$ cat src/rtl/mbist_pkg.sv
// Shared types for the March C- BIST sequencer: FSM states, element ids and
// the per-element direction / op-pattern lookup.
package mbist_pkg;

  typedef enum logic [1:0] {IDLE, RUN, RESTART, DONE} state_e;

  typedef enum logic [2:0] {E0, E1, E2, E3, E4, E5} elem_e;

  typedef struct packed {
    logic up;      // 1: START..END, 0: END..START
    logic has_rd;
    logic has_wr;
    logic rd_val;  // expected bit replicated across the word
    logic wr_val;  // write bit replicated across the word
  } elem_t;

  function automatic elem_t elem_info(elem_e e);
    elem_t r;
    case (e)
      E0:      r = '{up: 1'b1, has_rd: 1'b0, has_wr: 1'b1, rd_val: 1'b0, wr_val: 1'b0};
      E1:      r = '{up: 1'b1, has_rd: 1'b1, has_wr: 1'b1, rd_val: 1'b0, wr_val: 1'b1};
      E2:      r = '{up: 1'b1, has_rd: 1'b1, has_wr: 1'b1, rd_val: 1'b1, wr_val: 1'b0};
      E3:      r = '{up: 1'b0, has_rd: 1'b1, has_wr: 1'b1, rd_val: 1'b0, wr_val: 1'b1};
      E4:      r = '{up: 1'b0, has_rd: 1'b1, has_wr: 1'b1, rd_val: 1'b1, wr_val: 1'b0};
      default: r = '{up: 1'b1, has_rd: 1'b1, has_wr: 1'b0, rd_val: 1'b0, wr_val: 1'b0};
    endcase
    return r;
  endfunction

endpackage

$ cat src/rtl/mbist_data_cmp.sv
// Read-compare pipeline: captures expected data/address with each read strobe,
// compares against memory data one cycle later and registers the error pulse.
module mbist_data_cmp #(
  parameter int AW = 9,
  parameter int DW = 32
) (
  input  logic          clk,
  input  logic          rst_n,
  input  logic          rd,
  input  logic [DW-1:0] exp_data,
  input  logic [AW-1:0] addr,
  input  logic [DW-1:0] rdata,
  input  logic          err_en,
  output logic          mismatch,
  output logic          error,
  output logic [AW-1:0] error_addr
);

  logic          vld_q, vld_d;
  logic [DW-1:0] exp_q, exp_d;
  logic [AW-1:0] addr_q, addr_d;
  logic          err_q, err_d;
  logic [AW-1:0] err_addr_q, err_addr_d;

  assign mismatch = vld_q && (rdata != exp_q);

  always_comb begin
    vld_d      = rd;
    exp_d      = rd ? exp_data : exp_q;
    addr_d     = rd ? addr : addr_q;
    err_d      = mismatch && err_en;
    err_addr_d = err_d ? addr_q : '0;
  end

  always_ff @(posedge clk or negedge rst_n) begin
    if (!rst_n) begin
      vld_q      <= 1'b0;
      exp_q      <= '0;
      addr_q     <= '0;
      err_q      <= 1'b0;
      err_addr_q <= '0;
    end else begin
      vld_q      <= vld_d;
      exp_q      <= exp_d;
      addr_q     <= addr_d;
      err_q      <= err_d;
      err_addr_q <= err_addr_d;
    end
  end

  assign error      = err_q;
  assign error_addr = err_addr_q;

endmodule

$ cat src/rtl/mbist_march_ctrl.sv
// March C- sequencer on the BIST side of the memory mux; one op per clock,
// one repair-assisted rerun after the first mismatch.
module mbist_march_ctrl
  import mbist_pkg::*;
#(
  parameter int                      BIST_ADDR_WD    = 9,
  parameter int                      BIST_DATA_WD    = 32,
  parameter logic [BIST_ADDR_WD-1:0] BIST_ADDR_START = 9'h000,
  parameter logic [BIST_ADDR_WD-1:0] BIST_ADDR_END   = 9'h1F8
) (
  input  logic                    clk,
  input  logic                    rst_n,
  input  logic                    bist_run,
  output logic                    bist_en,
  output logic [BIST_ADDR_WD-1:0] bist_addr,
  output logic [BIST_DATA_WD-1:0] bist_wdata,
  output logic                    bist_wr,
  output logic                    bist_rd,
  input  logic [BIST_DATA_WD-1:0] mem_rdata,
  input  logic                    bist_correct,
  output logic                    bist_error,
  output logic [BIST_ADDR_WD-1:0] bist_error_addr,
  output logic                    bist_busy,
  output logic                    bist_done,
  output logic                    bist_fail
);

  localparam int AW = BIST_ADDR_WD;
  localparam int DW = BIST_DATA_WD;

  state_e        state_q, state_d;
  elem_e         elem_q, elem_d, nxt_elem;
  logic [AW-1:0] addr_q, addr_d;
  logic          phase_q, phase_d;      // 1: write half of a read/write pair
  logic          drain_q, drain_d;      // waiting on the compare of the final read
  logic          restarted_q, restarted_d;
  logic          fail_q, fail_d;
  logic          run_hist_q;
  elem_t         info, nxt_info;
  logic          start, op_rd, op_wr, mismatch, cmp_en;

  assign info     = elem_info(elem_q);
  assign nxt_elem = elem_e'(3'(elem_q) + 3'd1);
  assign nxt_info = elem_info(nxt_elem);
  assign start    = bist_run && !run_hist_q;
  assign cmp_en   = (state_q == RUN) && bist_run;

  always_comb begin
    op_rd = 1'b0;
    op_wr = 1'b0;
    if (state_q == RUN && !drain_q) begin
      if (info.has_rd && info.has_wr) begin
        op_rd = !phase_q;
        op_wr = phase_q;
      end else begin
        op_rd = info.has_rd;
        op_wr = info.has_wr;
      end
    end
  end

  mbist_data_cmp #(.AW(AW), .DW(DW)) u_cmp (
    .clk        (clk),
    .rst_n      (rst_n),
    .rd         (op_rd),
    .exp_data   ({DW{info.rd_val}}),
    .addr       (addr_q),
    .rdata      (mem_rdata),
    .err_en     (cmp_en),
    .mismatch   (mismatch),
    .error      (bist_error),
    .error_addr (bist_error_addr)
  );

  // Once a rerun has happened the repair slot is spent regardless of bist_correct.
  always_comb begin
    state_d = state_q;
    case (state_q)
      IDLE:    if (start) state_d = RUN;
      RUN: begin
        if (!bist_run)                        state_d = IDLE;
        else if (mismatch)                    state_d = (bist_correct || restarted_q) ? DONE : RESTART;
        else if (drain_q)                     state_d = DONE;
      end
      RESTART: state_d = bist_run ? RUN : IDLE;
      DONE:    if (!bist_run) state_d = IDLE;
      default: state_d = IDLE;
    endcase
  end

  always_comb begin
    elem_d      = elem_q;
    addr_d      = addr_q;
    phase_d     = phase_q;
    drain_d     = drain_q;
    restarted_d = restarted_q;
    fail_d      = fail_q;
    if (state_d != RUN) begin
      phase_d = 1'b0;
      drain_d = 1'b0;
    end
    if (state_q != RUN && state_d == RUN) begin
      elem_d = E0;
      addr_d = BIST_ADDR_START;
    end else if (state_q == RUN && state_d == RUN && !drain_q) begin
      if (op_rd && info.has_wr) begin
        phase_d = 1'b1;
      end else begin
        phase_d = 1'b0;
        if (addr_q == (info.up ? BIST_ADDR_END : BIST_ADDR_START)) begin
          if (elem_q == E5) begin
            drain_d = 1'b1;
          end else begin
            elem_d = nxt_elem;
            addr_d = nxt_info.up ? BIST_ADDR_START : BIST_ADDR_END;
          end
        end else begin
          addr_d = info.up ? addr_q + 1'b1 : addr_q - 1'b1;
        end
      end
    end
    if (state_d == RESTART) restarted_d = 1'b1;
    if (state_d == IDLE) begin
      restarted_d = 1'b0;
      fail_d      = 1'b0;
    end
    if (state_q == RUN && state_d == DONE && mismatch) fail_d = 1'b1;
  end

  // History resets high so a level already high at reset release is not a start.
  always_ff @(posedge clk or negedge rst_n) begin
    if (!rst_n) begin
      state_q     <= IDLE;
      elem_q      <= E0;
      addr_q      <= '0;
      phase_q     <= 1'b0;
      drain_q     <= 1'b0;
      restarted_q <= 1'b0;
      fail_q      <= 1'b0;
      run_hist_q  <= 1'b1;
    end else begin
      state_q     <= state_d;
      elem_q      <= elem_d;
      addr_q      <= addr_d;
      phase_q     <= phase_d;
      drain_q     <= drain_d;
      restarted_q <= restarted_d;
      fail_q      <= fail_d;
      run_hist_q  <= bist_run;
    end
  end

  always_comb begin
    bist_en    = (state_q == RUN) || (state_q == RESTART);
    bist_busy  = bist_en;
    bist_done  = (state_q == DONE);
    bist_rd    = op_rd;
    bist_wr    = op_wr;
    bist_wdata = op_wr ? {DW{info.wr_val}} : '0;
  end

  assign bist_addr = addr_q;
  assign bist_fail = fail_q;

endmodule

$ cat config.mk
export PLATFORM = sky130hd
export DESIGN_NAME = mbist_march_ctrl
export DESIGN_NICKNAME = d
export VERILOG_FILES = /design/src/rtl/mbist_pkg.sv /design/src/rtl/mbist_data_cmp.sv /design/src/rtl/mbist_march_ctrl.sv
export SDC_FILE = /design/constraint.sdc
export NUM_CORES = 1
export LEC_CHECK = 0
export ABC_CLOCK_PERIOD_IN_PS = 11750
export CAP_MARGIN = 20
export CORE_ASPECT_RATIO = 0.8
export CORE_MARGIN = 8
export CORE_UTILIZATION = 45
export CTS_CLUSTER_SIZE = 28
export DETAILED_ROUTE_END_ITERATION = 6
export PLACE_DENSITY = 0.86
export SETUP_SLACK_MARGIN = 0.05
export SLEW_MARGIN = 20
export SYNTH_ARGS = -nofsm -noshare
export SYNTH_HDL_FRONTEND = slang
export SYNTH_SLANG_ARGS = --single-unit
$ cat constraint.sdc
create_clock -name clk -period 11.75 [get_ports clk]
set_input_delay 1.7625 -clock clk [delete_from_list [all_inputs] [get_ports clk]]
set_output_delay 1.7625 -clock clk [all_outputs]
set_load 0.005 [all_outputs]
* Word level (Yosys, flattened, before mapping)
Cells that the tools add are included.
Storage, ports and cells: bits in registers 40, input bits 36
Operators by class: $add $sub $neg 3, reduce and logical (&&, ||, !) cells 27, muxes and demuxes 43, equality and inequality tests 22
Operators by type and width (number):
- $mux W9 | 9
- $pmux W5 S5 | 2
- $mux W32 | 1
- $ne A32 B32 Y1 | 1
- $mux W1 | 20
- $mux W3 | 5
- $eq A3 B2 Y1 const B | 4
- $logic_and A1 B1 Y1 | 12
- $mux W2 | 5
- $add A9 B1 Y9 const B | 1
- $eq A3 B3 Y1 const B | 3
- $eq A9 B9 Y1 | 1
- $sub A9 B1 Y9 const B | 1
- $eq A2 B2 Y1 const B | 4
- $pmux W2 S4 | 1
- $reduce_bool A2 Y1 | 4
- $eq A3 B1 Y1 const B | 2
- $logic_not A3 Y1 | 2
- $eq A2 B1 Y1 const B | 2
- $logic_not A2 Y1 | 2
- $ne A2 B1 Y1 const B | 2
- $ne A2 B2 Y1 const B | 2
- $reduce_and A4 Y1 | 1
- $add A3 B1 Y3 const B | 1
- 4 further kinds | 7

* Longest topological paths before layout
depth after elaboration 12, depth in mapped cells 11, gate-level depth less buffers 11

* Cells and area by module
From an unflattened synthesis, not the netlist that was laid out.
Unflattened totals: cell total of the unflattened synthesis 370, area, all modules 4102.7 µm²
By module, submodules not included:
- mbist_data_cmp | cells an instance 164, instances 1, area each 2302.2 µm²
- mbist_march_ctrl | cells an instance 206, instances 1, area each 1800.5 µm²

* Worst setup path after synthesis
Ideal clock, no wire load.
path type reg2out, from register elem_q[1], to output port bist_wdata[10], required time 9988 ps, arrival 2940 ps, setup slack 7047 ps, path buffers 2, stages on the path, launching flop included 10, path through dfrtp_1 -> inv_1 -> ha_1 -> clkbuf_1 -> nor3_1 -> mux2i_1 -> o21ai_0 -> nor2b_1 -> nor2b_1 -> buf_4
Between the ends: word-level cells in the longest chain between the ends 6, elaborated cells between the ends (all ways) 10
RTL lines:
- start: declaration | line mbist_march_ctrl.sv:32 | elem_e elem_q, elem_d, nxt_elem;
- start signal: assignment | line mbist_march_ctrl.sv:143 | elem_q <= elem_d;
- $eq A3 B3 Y1, or another cell as far along | line mbist_pkg.sv:19 | case (e)
- $pmux W5 S5 * | line mbist_pkg.sv:19
- $logic_and A1 B1 Y1 | line mbist_march_ctrl.sv:52 | if (info.has_rd && info.has_wr) begin
- $mux W1 * | line mbist_march_ctrl.sv:52
- $mux W1 * | line mbist_march_ctrl.sv:51 | if (state_q == RUN && !drain_q) begin
- named net bist_wr | line mbist_march_ctrl.sv:17 | output logic bist_wr,
- $mux W32 * | line mbist_march_ctrl.sv:159 | bist_wdata = op_wr ? {DW{info.wr_val}} : '0;
- end: declaration | line mbist_march_ctrl.sv:16 | output logic [BIST_DATA_WD-1:0] bist_wdata,
The timed path passes the listed nets; every way through them passes the cells marked *.

* Worst setup path after layout
from register elem_q[1], to output port bist_wdata[12]
Between the ends: word-level cells in the longest chain between the ends 6, elaborated cells between the ends (all ways) 10
RTL lines (line):
- $eq A3 B3 Y1, or another cell as far along | mbist_pkg.sv:19
- $pmux W5 S5 * | mbist_pkg.sv:19
- $logic_and A1 B1 Y1 | mbist_march_ctrl.sv:52
- $mux W1 | mbist_march_ctrl.sv:52
- $mux W1 | mbist_march_ctrl.sv:51
- $mux W32 * | mbist_march_ctrl.sv:159
Every way passes the cells marked *; elsewhere a longest branch is shown, timed or not.

==> out/metrics.yaml <==
status:
  outcome: "finished clean"
power_and_ir_drop:
  seqPwrFrac_pct: 40.1
  power_density_nw_per_um2: 121.5
  combinationalPowerShare_pct: 35.2
  power.total_uw: 444.7
  clockPowerShare_pct: 24.7
  p_leak_nw: 1.506
  p_int_uw: 292.3
  p_sw_share_pct: 34.28
  p_sw_uw: 152.4
  irDropWorstVdd_v: 0.00004461
yosys:
  yosys_warnings: 0
  yosysSeqAreaShare_pct: 36.11
  synth_nets: 345
  avgSynthCellArea_um2: 9.537
  synth_flop_cell: "dfrtp_1"
  ys_ff_latch: 40
  synth.distinct_cells: 55
  synth_area_um2: 2775
  syn_inst: 291
  synth-edff-count: 0
  async_flop_share_pct: 100.0
detailed_routing:
  avgViaCountPerCell: 5.793
  wl_per_cell_um: 17.16
  ant_nets: 0
  drcViolationCount: 0
  dr.first_iter.drc_count: 208
  wl_mm: 7.532
  via_count: 2543
  firstDrtPassIters: 5
sta:
  rsz0062_at_grt: "no"
  drv_slew: 0
  finalCriticalPeriod_ns: 5.203
  post-route-period-util_pct: 44.28
  worst_slew_pin_slew_ns: 1.066
  clock_skew_ns: 0.01313
  hold_violations: 0
  slew_headroom_pct: 28.40
  finalSetupViolCount: 0
  fmax_ghz: 0.1922
  setup_tns_ns: 0
floorplanning:
  die_w_um: 103.8
  core_area_um2: 5943
  io_pins: 93
  rows: 25
  start_util_pct: 46.69
  die_h_um: 86.24
  dieArea_um2: 8952
placement:
  portBuffers: 92
  dpl.hpwl_mm: 5.750
  postPlaceCellArea_um2: 3550
  dpl.cell_count: 431
  globalplace.congestion: 0.8658
cts:
  hold_buffers: 0
  post_cts_resized: 0
  cts_tree: "done"
  cts_buffers: 5
  clk_latency_ns: 0.29
  htree_num_levels: 2
  cts_sinks: 40
  cts-root-buf: "clkbuf_8"
  clk_pin_slew_ns: 0.08
  cts_setup_buffers: 0
  cts.path.max_buffers: 2
finish:
  area_delta_synth_final_pct: 31.92
  nets: 411
  nFillCells: 480
  layout-drive-gt1-share_pct: 10.06
  final_cells: 439
  diodes: 0
  design_area_um2: 3661
  utilization_pct: 61.60
  final_common_cell: "clkdlybuf4s50_1"
  layout_common_cells: "clkdlybuf4s50_1, dfrtp_1, inv_1"
worst_setup_path:
  cpMaxStageDelayCell: "nor2b_2"
  worstPathRequired_ns: 9.99
  endpoint_kind: "output pin"
  arrival_ns: 3.44
  cp_max_fo: 32
  cp_slowest_stage_delay_ns: 0.80
  setup.worst_path.class: "flip-flop to output pin"
  path_cells: "inv_1, ha_1, nor3_1, mux2i_1, o21ai_0, nor2b_1, nor2b_2, clkdlybuf4s50_1"
  start_kind: "flip-flop"
hold_path:
  hp-class: "flip-flop to flip-flop"
grt:
  grt_max_degree: 41
  antenna_found_initial: 0
  grt_util_all_layers_pct: 16.59
  grt_pass1_vias: 2471
  grt_overflow_total: 0
  grt_pass1_wl_mm: 12.35
run:
  max_cap_violations: 0
[cell families after synthesis]
group                      share of synthesized area (%)
muxes                                              5.546
DFF                                                36.11
and+or+nand+nor                                    19.79
buffers and inverters                              12.08
xor gates and xnor gates                           1.263
AOI/OAI and AO/OA                                  16.82
adders and majority gates                          8.386
[state kept, by name, summed over array words and instances, names as in the netlist]
signal            count
state_q               2
restarted_q           1
u_cmp.error_addr      9
u_cmp.vld_q           1
phase_q               1
u_cmp.exp_q           1
bist_addr             9
drain_q               1
u_cmp.error           1
u_cmp.addr_q          9
elem_q                3
run_hist_q            1
bist_fail             1
[Yosys cell counts, drive strengths merged, types with 2 or more instances]
library cell  number  area (µm²)
a21boi             3       22.52
o31ai              2       15.01
nand4              7       43.79
nor4               6       65.06
nand2b             2       12.51
xnor2              2       17.52
nor2              16       60.06
o21ai             10       65.07
a211oi             2       15.01
nor3               8       40.04
nand3             10       50.05
a21oi             14       70.07
xor2               2       17.52
nor2b              6       37.54
mux2i              3       30.03
or4                4       33.78
or3b               2       17.52
o22ai              7       50.05
and2              10       62.56
dfrtp             39       975.9
buf               34       256.5
ha                17       212.7
nand2             13       48.80
o21a               2       15.01
inv               20       75.07
a21o               3       22.52
mux2              11       123.9
o21bai             2       15.01
or4b               2       20.02
o32ai             10       87.58
or3                6       37.54
[worst max-delay path: cells and delay by family (launching register included)]
family | cells | cell delay (ns)
muxes | 1 | 0.11
and+or+nand+nor | 3 | 1.29
adders and majority gates | 1 | 0.30
AOI/OAI and AO/OA | 1 | 0.25
DFF | 1 | 0.41
buffers and inverters | 2 | 0.78
[cell type report]
type	instances	area (µm²)	area share, %
inverter	20	75.07	2.051
timing repair buffer	94	930.9	25.43
multi-input combinational	196	1444	39.44
clock inverter	2	35.03	0.9569
sequential	40	1002	27.38
tap	81	101.3	2.768
clock buffer	6	72.57	1.982
[per-stage QoR]
step / setup slack (ns) / hold slack [ns]
2_1_floorplan: 7.047 / 0.4494
6_report: 6.547 / 0.4875
4_1_cts: 6.524 / 0.4888
5_1_grt: 6.187 / 0.5097
3_3_place_gp: 7.001 / 0.4630
3_5_place_dp: 6.859 / 0.4727
[layer usage]
layer / global-route usage, % / up-vias / part of all wire [%] / wire length [µm]
li1: - / 1173 / - / -
met3: 5.411 / 11 / 9.6 / 720
met1: 19.82 / 1207 / 41 / 3114
met4: 6.029 / 0 / 1.6 / 117
met2: 27.50 / 152 / 48 / 3578
met5: 0 / - / 0 / 0
[power groups by stage]
stage,registers (mW),logic [mW],clock network [mW]
6_report,0.178,0.157,0.110
5_1_grt,0.183,0.173,0.117
4_1_cts,0.179,0.154,0.111
3_5_place_dp,0.181,0.151,0
3_3_place_gp,0.179,0.146,0
2_1_floorplan,0.173,0.105,0
[final timing paths]
kind,startpoint,endpoint,slack (ns),depth (start not counted)
worst max-delay path,elem_q[1],bist_wdata[12],6.55,8
worst min-delay path,u_cmp.addr_q[6],u_cmp.error_addr[6],0.49,1
worst max register to register,elem_q[0],elem_q[2],7.94,12
worst min register to register,u_cmp.addr_q[6],u_cmp.error_addr[6],0.49,1
max in group asynchronous,rst_n,state_q[0],9.61,1
min in group asynchronous,rst_n,u_cmp.error_addr[3],1.58,1
Note: power is estimated with default switching activity, not from simulation.
